`src/rtl/maxterm_extractor_pkg.sv`:
```
// maxterm_extractor_pkg: shared types and helpers for the maxterm extractor.
// Holds the scan FSM state enum, the truth-table and count width helpers,
// and the standard 4-variable reference maxterm mask.
package maxterm_extractor_pkg;

  // Scan FSM states; also exported on the debug port of the top.
  typedef enum logic [1:0] {
    IDLE   = 2'd0,
    HOLD   = 2'd1,
    SAMPLE = 2'd2,
    DONE   = 2'd3
  } state_t;

  // Width of the settle counter; SETTLE is legal up to 15.
  localparam int SETTLE_W = 4;

  // Reference 4-variable function: maxterms 0,1,5,8,9,13.
  localparam logic [15:0] REF_MASK_4 = 16'h2323;

  // Truth-table size for a given number of function inputs.
  function automatic int TT_OF(input int nvars);
    return 1 << nvars;
  endfunction

  // Count width: NVARS+1 bits hold 2**NVARS exactly, so the count never wraps.
  function automatic int CNT_W(input int nvars);
    return nvars + 1;
  endfunction

endpackage

```
`src/rtl/maxterm_extractor_if.sv`:
```
// maxterm_extractor_if: controller / function-under-test bundle for the
// maxterm extractor. The match signal exists only when MAXTERM_CHECK_EN is
// defined.
//
// Handshake: start is a level request, sampled only while the extractor is
// idle; busy is high for the whole scan; done is a one-cycle pulse in the
// cycle the new mask/count (and match) become visible. There is no ready:
// a start seen while busy or during done is simply dropped.
interface maxterm_extractor_if import maxterm_extractor_pkg::*; #(
  parameter int NVARS = 4
);
  localparam int TT = TT_OF(NVARS);
  localparam int CW = CNT_W(NVARS);

  logic          start;
  logic          busy;
  logic          done;
  logic [NVARS-1:0] abcd;
  logic          f;
  logic [TT-1:0] maxterm_mask;
  logic [CW-1:0] maxterm_cnt;
`ifdef MAXTERM_CHECK_EN
  logic          match;
`endif

  // Controller side: requests scans, supplies the function output.
  modport master (
`ifdef MAXTERM_CHECK_EN
    input  match,
`endif
    output start,
    output f,
    input  busy,
    input  done,
    input  abcd,
    input  maxterm_mask,
    input  maxterm_cnt
  );

  // Extractor side.
  modport slave (
`ifdef MAXTERM_CHECK_EN
    output match,
`endif
    input  start,
    input  f,
    output busy,
    output done,
    output abcd,
    output maxterm_mask,
    output maxterm_cnt
  );

endinterface

```
`src/rtl/maxterm_extractor.sv`:
```
// maxterm_extractor: walks every input vector of an attached combinational
// function, holds each for SETTLE+1 cycles, samples f at the end of the
// window and builds the product-of-sums description (maxterm mask + count).
// Results are committed only in the DONE cycle, so outputs are stable for
// the whole of a scan.
// Optional feature macro: MAXTERM_CHECK_EN adds EXPECTED_MASK and match.
module maxterm_extractor import maxterm_extractor_pkg::*; #(
  parameter int NVARS  = 4,
  parameter int SETTLE = 1
`ifdef MAXTERM_CHECK_EN
  , parameter logic [TT_OF(NVARS)-1:0] EXPECTED_MASK = '0
`endif
) (
  input  logic                clk,
  input  logic                rst,
  maxterm_extractor_if.slave  bus,
  output state_t              o_dbg_state
);
  localparam int TT = TT_OF(NVARS);
  localparam int CW = CNT_W(NVARS);
  // With no settle time the HOLD state is skipped entirely.
  localparam state_t ST_FIRST = (SETTLE == 0) ? SAMPLE : HOLD;

  state_t              r_state;
  logic [NVARS-1:0]    r_idx;
  logic [SETTLE_W-1:0] r_settle;
  logic [TT-1:0]       r_shadow_mask;
  logic [CW-1:0]       r_shadow_cnt;
  logic                r_busy;
  logic                r_done;
  logic [TT-1:0]       r_mask;
  logic [CW-1:0]       r_cnt;
`ifdef MAXTERM_CHECK_EN
  logic                r_match;
`endif

  logic [TT-1:0]       w_next_mask;
  logic [CW-1:0]       w_next_cnt;
  logic                w_hold_last;

  // Shadow values after folding in the current sample, and end-of-hold test.
  always_comb begin
    w_next_mask        = r_shadow_mask;
    w_next_mask[r_idx] = ~bus.f;
    w_next_cnt         = r_shadow_cnt + CW'(~bus.f);
    w_hold_last        = ({1'b0, r_settle} + 5'd1) == 5'(SETTLE);
  end

  // Scan FSM with registered outputs; index wraps to 0 after the last vector.
  always_ff @(posedge clk) begin
    if (rst) begin
      r_state       <= IDLE;
      r_idx         <= '0;
      r_settle      <= '0;
      r_shadow_mask <= '0;
      r_shadow_cnt  <= '0;
      r_busy        <= 1'b0;
      r_done        <= 1'b0;
      r_mask        <= '0;
      r_cnt         <= '0;
`ifdef MAXTERM_CHECK_EN
      r_match       <= 1'b0;
`endif
    end else begin
      case (r_state)
        IDLE: begin
          if (bus.start) begin
            r_state       <= ST_FIRST;
            r_busy        <= 1'b1;
            r_idx         <= '0;
            r_settle      <= '0;
            r_shadow_mask <= '0;
            r_shadow_cnt  <= '0;
          end
        end
        HOLD: begin
          if (w_hold_last) begin
            r_settle <= '0;
            r_state  <= SAMPLE;
          end else begin
            r_settle <= r_settle + 1'b1;
          end
        end
        SAMPLE: begin
          r_shadow_mask <= w_next_mask;
          r_shadow_cnt  <= w_next_cnt;
          r_idx         <= r_idx + 1'b1;
          if (&r_idx) begin
            r_state <= DONE;
            r_busy  <= 1'b0;
            r_done  <= 1'b1;
            r_mask  <= w_next_mask;
            r_cnt   <= w_next_cnt;
`ifdef MAXTERM_CHECK_EN
            r_match <= (w_next_mask == EXPECTED_MASK);
`endif
          end else begin
            r_state <= ST_FIRST;
          end
        end
        DONE: begin
          r_done  <= 1'b0;
          r_state <= IDLE;
        end
        default: r_state <= IDLE;
      endcase
    end
  end

  assign bus.busy         = r_busy;
  assign bus.done         = r_done;
  assign bus.abcd         = r_idx;
  assign bus.maxterm_mask = r_mask;
  assign bus.maxterm_cnt  = r_cnt;
`ifdef MAXTERM_CHECK_EN
  assign bus.match        = r_match;
`endif
  assign o_dbg_state      = r_state;

endmodule

```
`src/flat_wrapper.sv`:
```
// flat-port wrapper written by rule: the top's interface ports become plain ports
module maxterm_extractor_flat import maxterm_extractor_pkg::*;
#(
  parameter int NVARS  = 4,
  parameter int SETTLE = 1

)
  (clk, rst, o_dbg_state, bus_start, bus_f, bus_busy, bus_done, bus_abcd, bus_maxterm_mask, bus_maxterm_cnt);
  maxterm_extractor_if #(.NVARS(NVARS)) bus_i ();
  input  logic clk;
  input  logic rst;
  output state_t o_dbg_state;
  input wire logic [$bits(bus_i.start)-1:0] bus_start;
  input wire logic [$bits(bus_i.f)-1:0] bus_f;
  output wire logic [$bits(bus_i.busy)-1:0] bus_busy;
  output wire logic [$bits(bus_i.done)-1:0] bus_done;
  output wire logic [$bits(bus_i.abcd)-1:0] bus_abcd;
  output wire logic [$bits(bus_i.maxterm_mask)-1:0] bus_maxterm_mask;
  output wire logic [$bits(bus_i.maxterm_cnt)-1:0] bus_maxterm_cnt;
  assign bus_i.start = bus_start;
  assign bus_i.f = bus_f;
  assign bus_busy = bus_i.busy;
  assign bus_done = bus_i.done;
  assign bus_abcd = bus_i.abcd;
  assign bus_maxterm_mask = bus_i.maxterm_mask;
  assign bus_maxterm_cnt = bus_i.maxterm_cnt;
  maxterm_extractor #(.NVARS(NVARS), .SETTLE(SETTLE)) u_core (.clk(clk), .rst(rst), .bus(bus_i), .o_dbg_state(o_dbg_state));
endmodule
```
`config.mk`:
```
export PLATFORM = sky130hd
export DESIGN_NAME = maxterm_extractor_flat
export DESIGN_NICKNAME = d
export VERILOG_FILES = /design/src/rtl/maxterm_extractor_pkg.sv /design/src/rtl/maxterm_extractor_if.sv /design/src/rtl/maxterm_extractor.sv /design/src/flat_wrapper.sv
export SDC_FILE = /design/constraint.sdc
export NUM_CORES = 1
export LEC_CHECK = 0
export CAP_MARGIN = 30
export CELL_PAD_IN_SITES_DETAIL_PLACEMENT = 1
export CELL_PAD_IN_SITES_GLOBAL_PLACEMENT = 2
export CORE_MARGIN = 5
export CORE_UTILIZATION = 30
export DETAILED_ROUTE_END_ITERATION = 10
export DONT_BUFFER_PORTS = 1
export GPL_ROUTABILITY_DRIVEN = 0
export GPL_TIMING_DRIVEN = 0
export PLACE_DENSITY_LB_ADDON = 0.1
export SETUP_SLACK_MARGIN = 0.2
export SLEW_MARGIN = 20
export SYNTH_ARGS = -nofsm -noshare
export SYNTH_HDL_FRONTEND = slang
export SYNTH_SLANG_ARGS = --single-unit
export TNS_END_PERCENT = 5
```
`constraint.sdc`:
```
create_clock -name clk -period 2.7 [get_ports clk]
set_clock_uncertainty 0.15 [all_clocks]
set_input_delay 0.54 -clock clk [delete_from_list [all_inputs] [get_ports clk]]
set_output_delay 0.54 -clock clk [all_outputs]
set_load 0.02 [all_outputs]
```
==> impl_metrics.py <==
metrics = {
    "placement": {
        "postPlaceCellArea_um2": 2640,
        "io_buffer_count": 0,
        "dp_slack_ns": 0.268,
        "dp_hpwl_um": 4940,
        "dp_cells": 360,
    },
    "die": {
        "die_width_um": 101,
        "core-area_um2": 8180,
        "die_h_um": 101,
        "io_pins": 33,
        "dieArea_um2": 10300,
        "placementRows": 33,
        "start_util_pct": 30.7,
    },
    "sta": {
        "setup_tns_ns": 0,
        "slew_headroom_pct": 49.6,
        "rsz0062_at_grt": "no",
        "worst_slew_pin_slew_ns": 0.746,
        "report.final.slew_viol_count": 0,
        "fin_ws_ns": 0.618,
        "hold_violations": 0,
        "holdWs_ns": 0.194,
        "fmax_ghz": 0.480,
        "fin_crit_sh_pct": 77.1,
        "final-setup-viol-count": 0,
        "min_period_ns": 2.08,
    },
    "finish": {
        "layout.cells.non_filler": 368,
        "num_antenna_cells": 0,
        "final_layout_size_suffix_gt1_share_pct": 13.3,
        "nets": 274,
        "fill_cells": 966,
        "fin_area_um2": 2740,
        "area_growth_pct": 9.49,
        "utilization_pct": 33.6,
    },
    "worst_setup_path": {
        "startpoint": "u_core.bus.abcd[0]",
        "cp_max_fo": 7,
        "cp.required_ns": 2.76,
        "rr_startpoint": "u_core.bus.abcd[0]",
        "cp-start-kind": "flop",
        "cp.arrival_ns": 2.14,
        "path_class": "flop to flop",
        "crit_path_end_kind": "flop",
        "worstRegToRegCells": 4,
    },
    "clock_tree": {
        "clock-sinks": 54,
        "numCtsBuffers": 5,
        "cts_resized": 0,
        "cts_max_level": 2,
        "clkTransAtPathRegs_ns": 0.10,
        "clock_latency_ns": 0.31,
        "clk_path_buf_depth": 2,
        "tritoncts": "yes",
        "ctsHoldBuffers": 0,
        "post_cts_buffers": 0,
        "root_buffer": "clkbuf_8",
    },
    "logic_synthesis": {
        "ys.flop_type": "dfxtp_1",
        "ys_ff_latch": 54,
        "avgSynthCellArea_um2": 9.83,
        "synth_edf_count": 0,
        "syn_nets": 267,
        "synth.distinct_cells": 43,
        "synth_cells": 255,
        "synth-seq-area-share_pct": 43.1,
        "syn_area_um2": 2510,
        "synthArstFlopShare_pct": 0,
        "synth_warnings": 0,
    },
    "hold_path": {
        "holdPathStages": 1,
        "min_path_type": "primary input to flop",
        "min_from": "bus_f",
    },
    "routing": {
        "wire_per_inst_um": 18.6,
        "routed_wl_um": 6840,
        "num_vias": 1943,
        "vias_per_cell": 5.28,
        "ant_nets": 0,
        "drc": 0,
        "drt_iter0_markers": 36,
        "drtPass1Iterations": 4,
    },
    "run_status": {
        "status": "complete, no violations",
    },
    "grt": {
        "antenna_found_initial": 0,
        "grt_use_total_pct": 14.2,
        "grt_pass1_wl_um": 11400,
        "grt_max_degree": 16,
        "grt_pass1_vias": 2079,
        "gr-total-overflow": 0,
    },
    "power_and_ir_drop": {
        "power_density_nw_per_um2": 531,
        "p_leak_nw": 0.990,
        "power_mw": 1.46,
        "peakVddDrop_mv": 0.170,
    },
    "flow_run": {
        "maxCapViolCount": 0,
    },
}
## worst paths after layout
check	endpoint	slack (ns)
max reg2reg	u_core.r_shadow_mask[3]	0.62
max	u_core.r_shadow_mask[3]	0.62
min	u_core.r_shadow_mask[15]	0.19
min reg2reg	u_core.r_shadow_mask[15]	0.33
## where the power goes
| group | switching [mW] | leakage (nW) | total, mW | internal (mW) |
|---|---|---|---|---|
| Combinational | 0.0574 | 0.502 | 0.0920 | 0.0346 |
| Clock | 0.268 | 0.0524 | 0.546 | 0.278 |
| Sequential | 0.0144 | 0.436 | 0.818 | 0.803 |
## cell families (layout without fill, tap and decap cells)
group                    Yosys count  after routing  share of synthesized area, %
AO/OA/AOI/OAI                     74             74                          22.7
XOR/XNOR                           3              3                          1.05
adder cells (fa/ha/maj)            8              8                          3.99
buffers and inverters             30             38                          6.44
flip-flops                        54             54                          43.1
multiplexers                      16             16                          7.14
AND/OR/NAND/NOR                   70             70                          15.5
## cell usage in the layout (no fill, tap or decap), types with 2 or more instances in the layout
master / netlist / routed
nand3b_1: 9 / 9
a31oi_1: 5 / 5
mux2i_1: 4 / 4
buf_4: 5 / 5
a22oi_1: 3 / 3
mux2_2: 11 / 11
nand2_1: 22 / 22
inv_1: 10 / 10
buf_2: 6 / 6
nor2b_1: 6 / 6
and3b_1: 2 / 2
ha_1: 8 / 8
buf_6: 3 / 3
clkbuf_1: 5 / 7
a211oi_1: 4 / 4
nand3_1: 5 / 5
a21oi_1: 11 / 11
o22ai_1: 2 / 2
clkbuf_8: 0 / 5
nand2b_1: 2 / 2
a22o_1: 14 / 14
dfxtp_1: 54 / 54
a41oi_1: 3 / 3
o21bai_1: 2 / 2
o2bb2ai_1: 17 / 17
nor2_1: 9 / 9
xnor2_1: 3 / 3
nor3b_1: 9 / 9
o21ai_0: 6 / 6
## cells in the mapped netlist (all sizes together) (2+ instances only)
cell     count  area, um^2
inv         10        37.5
o22ai        2        12.5
a22o        14         123
o21bai       3        33.8
nor3b        9        67.6
nand3b       9        67.6
a31oi        5        31.3
xnor2        3        26.3
and3b        2        17.5
mux2i        4        40.0
o21ai        6        30.0
a22oi        3        22.5
ha           8         100
nor2         9        33.8
nor2b        6        37.5
a21oi       11        55.1
nand2       22        82.6
nor3         2        15.0
dfxtp       54        1080
buf         15         105
clkbuf       5        18.8
nand3        5        25.0
o2bb2ai     17         149
mux2        12         139
a41oi        3        26.3
nand2b       2        12.5
a211oi       4        30.0
## final cells by class
class / count / area (um^2) / area share [%]
plain buffers: 20 / 124 / 4.51
clock buffers: 7 / 76.3 / 2.78
clock inverters: 1 / 30.0 / 1.09
inverters: 10 / 37.5 / 1.37
multi-input cells: 171 / 1260 / 46.1
flip-flops and latches: 54 / 1080 / 39.4
well taps: 105 / 131 / 4.79
## routing by layer
layer	routed length, um	share of wire (%)	global-route usage [%]
met5	0	0	0
met4	83	1.2	3.99
met3	238	3.5	3.10
met2	3290	48	23.5
met1	3220	47	18.7
## registers in the layout, summed over array words and instances, names as in the netlist
| name | cells |
|---|---|
| u_core.bus.maxterm_cnt | 5 |
| u_core.bus.busy | 1 |
| u_core.bus.done | 1 |
| u_core.r_shadow_mask | 16 |
| u_core.bus.abcd | 4 |
| u_core.r_settle | 4 |
| u_core.o_dbg_state | 2 |
| u_core.r_shadow_cnt | 5 |
| u_core.bus.maxterm_mask | 16 |
## worst max-delay path, stage by stage (launching register included)
cell	delay, ns
dfxtp_1	0.62
ha_1	0.39
nor3b_1	0.27
mux2_2	0.38
a22o_1	0.18
No activity file was read; power rests on OpenSTA's default activity.
